===== src/rtl/seg_chaser_pkg.sv =====
// Shared types and constants for the segment chaser sequencer.
package seg_chaser_pkg;

  localparam int NUM_POS = 8;
  localparam int POS_W   = 3;

  typedef enum logic [1:0] {
    ST_IDLE = 2'd0,
    ST_RUN  = 2'd1,
    ST_DONE = 2'd2
  } state_e;

  function automatic logic [POS_W-1:0] step_pos(
    input logic [POS_W-1:0] pos,
    input logic             dir
  );
    return dir ? pos - POS_W'(1) : pos + POS_W'(1);
  endfunction

endpackage


===== src/rtl/seg_tick_prescaler.sv =====
// Step-rate prescaler: one-cycle Tick every TICK_DIV enabled clocks.
module seg_tick_prescaler #(
  parameter int TICK_DIV = 5_000_000,
  parameter int DIV_W    = 23
) (
  input  logic Clk,
  input  logic Reset,
  input  logic Clr,
  input  logic En,
  output logic Tick
);

  localparam logic [DIV_W-1:0] TERM = DIV_W'(TICK_DIV - 1);

  logic [DIV_W-1:0] cnt_q, cnt_d;

  assign Tick = En && (cnt_q == TERM);

  always_comb begin
    cnt_d = cnt_q;
    if (Clr) begin
      cnt_d = '0;
    end else if (En) begin
      cnt_d = Tick ? '0 : cnt_q + DIV_W'(1);
    end
  end

  always_ff @(posedge Clk) begin
    if (Reset) cnt_q <= '0;
    else       cnt_q <= cnt_d;
  end

endmodule


===== src/rtl/seg_chaser_ctrl.sv =====
// Segment chaser sequencer driving the 8-way demux select S and data In.
// Optional bounce mode: define SEG_CHASER_BOUNCE_EN.
module seg_chaser_ctrl
  import seg_chaser_pkg::*;
#(
  parameter int TICK_DIV = 5_000_000,
  parameter int DIV_W    = 23,
  parameter int LOOPS    = 0
) (
  input  logic             Clk,
  input  logic             Reset,
  input  logic             Start,
  input  logic             Stop,
  input  logic             Dir,
  input  logic [7:0]       Mask,
`ifdef SEG_CHASER_BOUNCE_EN
  input  logic             Bounce,
`endif
  output logic             In,
  output logic [POS_W-1:0] S,
  output logic             Busy,
  output logic             Done
);

  localparam int LOOP_W = $clog2(LOOPS) + 1;
  localparam int LAST_I = (LOOPS > 0) ? LOOPS - 1 : 0;
  localparam logic [LOOP_W-1:0] LOOP_LAST = LOOP_W'(LAST_I);
  localparam logic [POS_W-1:0]  POS_MAX   = POS_W'(NUM_POS - 1);

  state_e            state_q, state_d;
  logic [POS_W-1:0]  s_q, s_d;
  logic              dir_q, dir_d;
  logic [LOOP_W-1:0] loop_q, loop_d;
  logic              in_q, in_d;
  logic              busy_q, busy_d;
  logic              done_q, done_d;

  logic tick, pre_clr, pre_en;
  logic at_end, pass_end, last_pass, rev;

`ifdef SEG_CHASER_BOUNCE_EN
  logic bnc_q, bnc_d;
  logic sdir_q, sdir_d;
`endif

  seg_tick_prescaler #(
    .TICK_DIV (TICK_DIV),
    .DIV_W    (DIV_W)
  ) u_presc (
    .Clk   (Clk),
    .Reset (Reset),
    .Clr   (pre_clr),
    .En    (pre_en),
    .Tick  (tick)
  );

  always_comb begin
    state_d = state_q;
    s_d     = s_q;
    dir_d   = dir_q;
    loop_d  = loop_q;
    pre_clr = 1'b0;
    pre_en  = 1'b0;
    at_end  = dir_q ? (s_q == '0) : (s_q == POS_MAX);
`ifdef SEG_CHASER_BOUNCE_EN
    bnc_d   = bnc_q;
    sdir_d  = sdir_q;
    // a bounce pass ends only after the return leg reaches home
    pass_end = at_end && (!bnc_q || (dir_q != sdir_q));
    rev      = at_end && bnc_q;
`else
    pass_end = at_end;
    rev      = 1'b0;
`endif
    last_pass = (LOOPS != 0) && (loop_q == LOOP_LAST);

    unique case (state_q)
      ST_IDLE: begin
        pre_clr = 1'b1;
        if (Start && !Stop) begin
          state_d = ST_RUN;
          s_d     = Dir ? POS_MAX : '0;
          dir_d   = Dir;
          loop_d  = '0;
`ifdef SEG_CHASER_BOUNCE_EN
          bnc_d   = Bounce;
          sdir_d  = Dir;
`endif
        end
      end
      ST_RUN: begin
        if (Stop) begin
          state_d = ST_IDLE;
          pre_clr = 1'b1;
          loop_d  = '0;
        end else begin
          pre_en = 1'b1;
          if (tick) begin
            if (pass_end && last_pass) begin
              state_d = ST_DONE;
            end else begin
              if (pass_end) loop_d = loop_q + LOOP_W'(1);
              dir_d = dir_q ^ rev;
              s_d   = step_pos(s_q, dir_d);
            end
          end
        end
      end
      ST_DONE: begin
        state_d = ST_IDLE;
        pre_clr = 1'b1;
      end
      default: state_d = ST_IDLE;
    endcase

    busy_d = (state_d == ST_RUN);
    done_d = (state_d == ST_DONE);
    in_d   = busy_d && Mask[s_d];
  end

  always_ff @(posedge Clk) begin
    if (Reset) begin
      state_q <= ST_IDLE;
      s_q     <= '0;
      dir_q   <= 1'b0;
      loop_q  <= '0;
      in_q    <= 1'b0;
      busy_q  <= 1'b0;
      done_q  <= 1'b0;
    end else begin
      state_q <= state_d;
      s_q     <= s_d;
      dir_q   <= dir_d;
      loop_q  <= loop_d;
      in_q    <= in_d;
      busy_q  <= busy_d;
      done_q  <= done_d;
    end
  end

`ifdef SEG_CHASER_BOUNCE_EN
  always_ff @(posedge Clk) begin
    if (Reset) begin
      bnc_q  <= 1'b0;
      sdir_q <= 1'b0;
    end else begin
      bnc_q  <= bnc_d;
      sdir_q <= sdir_d;
    end
  end
`endif

  assign S    = s_q;
  assign In   = in_q;
  assign Busy = busy_q;
  assign Done = done_q;

endmodule


===== config.mk =====
export PLATFORM = sky130hd
export DESIGN_NAME = seg_chaser_ctrl
export DESIGN_NICKNAME = d
export VERILOG_FILES = /design/src/rtl/seg_chaser_pkg.sv /design/src/rtl/seg_tick_prescaler.sv /design/src/rtl/seg_chaser_ctrl.sv
export SDC_FILE = /design/constraint.sdc
export NUM_CORES = 1
export LEC_CHECK = 0
export CAP_MARGIN = 20
export CORE_MARGIN = 2
export CORE_UTILIZATION = 49
export CTS_CLUSTER_DIAMETER = 40
export CTS_CLUSTER_SIZE = 16
export DETAILED_ROUTE_END_ITERATION = 8
export PLACE_DENSITY_LB_ADDON = 0.25
export SYNTH_ARGS = -nofsm -noshare
export SYNTH_HDL_FRONTEND = slang
export SYNTH_SLANG_ARGS = --single-unit

===== constraint.sdc =====
create_clock -name Clk -period 2.1 [get_ports Clk]
set_input_delay 0.315 -clock Clk [delete_from_list [all_inputs] [get_ports Clk]]
set_output_delay 0.315 -clock Clk [all_outputs]
set_load 0.005 [all_outputs]

==> results.md <==
- CP endpoint kind: flop
- GP Congestion: 0.800
- Global route total overflow: 0
- Hold Violations, Final: 0
- Initial Utilization: 51.7%
- CTS max path bufs: 2
- PortBufs: 18
- DR iter-0 viols: 77
- Cell count after synthesis: 173
- Register bit total from synthesis: 32
- Setup Skew: 6.20 ps
- Row cnt: 20
- Reg clk slew, reported paths: 100 ps
- Post-route minimum period: 2210 ps
- First-pass GRT wire length: 6250 um
- Hold Crit Class: reg -> reg
- CTS Sinks: 32
- Syn. warnings: 0
- Final setup viols: 1
- Violated checks: setup timing
- Final ANT Viol Nets: 0
- GRT Total Usage: 23.1%
- Max Clock Freq: 453 MHz
- Pwr per Cell Area: 497 mW/mm2
- Status: finished, violations left
- TritonCTS clock tree: done
- Die Y: 61.0 um
- Synth Flop Type: dfxtp_1
- VDD IR max: 0.305 mV
- Synthesized area per cell: 9.20 um2
- Pwr Total: 1110 uW
- RSZ-0062 raised after global routing: true
- Hpwl dp: 2820 um
- Worst path required time: 2370 ps
- # diodes: 0
- Layout Utilization: 72.3%
- Yosys cell types: 42
- Via/cell ratio: 5.22
- Crit Path Category: reg -> reg
- Initial antenna violation count: 0
- Core area: 0.00308 mm2
- Slew Limit Fails: 0
- Routed vias: 1442
- Synth Cell Area: 0.00159 mm2
- Startpoint Class: flop
- Arrival time worst endpoint: 2470 ps
- Max Cap Violations: 0
- I/O pins: 19
- Worst-Skew Late Latency: 330 ps
- Nets@finish: 246
- CTS Hold Bufs: 0
- Worst slack at placement: -467 ps
- Layout area overhead: 39.9%
- Post-synth EDFFs: 0
- Worst Slack Setup Final: -107 ps
- Register area share after synthesis: 40.3%
- Root Buffer: clkbuf_4
- Overall routed net length: 3840 um
- TritonRoute pass-1 iters: 4
- Drt wl/cell: 13.9 um
- Clock H-tree levels: 2
- Share of flip-flops with an asynchronous set or reset: 0%
- Tcrit/Tclk final: 105%
- Largest net degree at the start of global routing: 16
- Vias in the first global route: 1455
- CTS buffer count: 5
- Critical path fanouts, max: 3
- Ratio of cells with drive above 1 in the final layout: 29.3%
- Die area: 0.00372 mm2
- Final hold slack: 531 ps
- DR DRC count: 0
- Total negative slack: -107 ps
- Die width: 61.0 um
- Leak: 0.000894 uW
## synth_stat cells (2+ instances only)
cell type / instances / area (um2)
nand3_1: 9 / 45.0
nand3b_1: 3 / 22.5
nor4b_4: 2 / 47.6
nand2b_1: 2 / 12.5
inv_1: 3 / 11.3
nand4_1: 2 / 12.5
nor2_1: 31 / 116
nor3_1: 3 / 15.0
xnor2_1: 5 / 43.8
clkbuf_1: 3 / 11.3
mux2i_1: 6 / 60.1
xor2_1: 17 / 149
and3_1: 7 / 43.8
mux2_2: 2 / 22.5
nand2_1: 14 / 52.6
and4_1: 3 / 26.3
a21oi_1: 4 / 20.0
nor4_1: 2 / 12.5
dfxtp_1: 32 / 641
## routing by layer
layer	vias to the layer above	global-route usage [%]	wire length [um]
met5	-	0	0
met4	0	11.8	78
met3	9	4.90	126
met2	38	40.9	2030
met1	682	26.1	1600
li1	713	-	-
## cell families (layout without fill, tap and decap cells)
kind of cell    after synthesis  count (layout)  share of synthesized area (%)
xor+xnor                     22              22                           12.1
fa+ha+maj                     2               2                           2.04
mux                           8               8                           5.19
buf+inv                       7              65                           1.89
other cells                   1               2                          0.236
flops                        32              32                           40.3
simple gates                 89              89                           32.2
compound gates               12              12                           6.13
## cell type report
cell class / instances / area, um2
multi-input combinational: 135 / 986
fill: 212 / 852
sequential: 32 / 646
timing repair buffer: 54 / 469
clock buffer: 8 / 58.8
tap: 44 / 55.1
inverter: 3 / 11.3
## critical path, stage by stage, from the launching register on
cell,delay (ps)
dfxtp_2,360
nor4b_4,270
nand4_1,200
buf_6,190
nor4_4,280
mux2i_1,140
a221o_1,320
or2b_1,240
o22ai_2,150
## placed cells by master, fill, tap and decap left out, drive strengths merged
| cell type | netlist | layout |
|---|---|---|
| and4bb | 1 | 1 |
| a21oi | 4 | 4 |
| buf | 1 | 36 |
| and4 | 4 | 4 |
| clkdlybuf4s50 | 0 | 17 |
| a221o | 1 | 1 |
| mux2 | 2 | 2 |
| dlygate4sd2 | 0 | 1 |
| and2b | 1 | 1 |
| or2b | 1 | 1 |
| mux2i | 6 | 6 |
| dfxtp | 32 | 32 |
| clkbuf | 3 | 8 |
| a22oi | 1 | 1 |
| nand2 | 14 | 14 |
| inv | 3 | 3 |
| or3 | 1 | 1 |
| o22ai | 2 | 2 |
| nor4b | 3 | 3 |
| and3 | 8 | 8 |
| fa | 1 | 1 |
| o21ai | 1 | 1 |
| or4b | 1 | 1 |
| a211oi | 1 | 1 |
| nor2b | 1 | 1 |
| nand3b | 3 | 3 |
| nand4 | 2 | 2 |
| nand2b | 2 | 2 |
| nor3 | 3 | 3 |
| nor4 | 2 | 2 |
| xnor2 | 5 | 5 |
| o31ai | 1 | 1 |
| nand3 | 10 | 10 |
| and2 | 1 | 1 |
| a32oi | 1 | 1 |
| conb | 1 | 2 |
| ha | 1 | 1 |
| xor2 | 17 | 17 |
| nor2 | 31 | 31 |
## flip-flops by register name, indices dropped and copies added (netlist names)
name	count
u_presc.cnt_q	23
S	3
state_q	2
Busy	1
Done	1
In	1
dir_q	1
## timing repair
action                     4_1_cts  5_1_grt
resized for setup                8        5
setup endpoints to repair        1        4
setup buffers                    2        0
pin swaps                        3        2
## worst paths after layout
check / from / endpoint / slack, ps / depth (start not counted)
worst max-delay path: u_presc.cnt_q[20] / In / -110 / 8
worst min-delay path: dir_q / dir_q / 530 / 2
worst max register to register: u_presc.cnt_q[20] / In / -110 / 8
worst min register to register: dir_q / dir_q / 530 / 2
## stage by stage
step | cell area (um2) | cells
detailed placement | 2110 | 266
finish | 2230 | 276
global placement | 2110 | 266
floorplan | 1620 | 174
CTS | 2210 | 276
global route | 2230 | 276
## where the power goes
part / leakage (uW) / internal [uW] / switching, uW / total (uW)
clock: 0.0000326 / 165 / 204 / 369
sequential: 0.000261 / 614 / 5.30 / 619
combinational: 0.000601 / 69.5 / 49.2 / 119
total: 0.000894 / 849 / 258 / 1110
(Power assumes the default switching activity.)
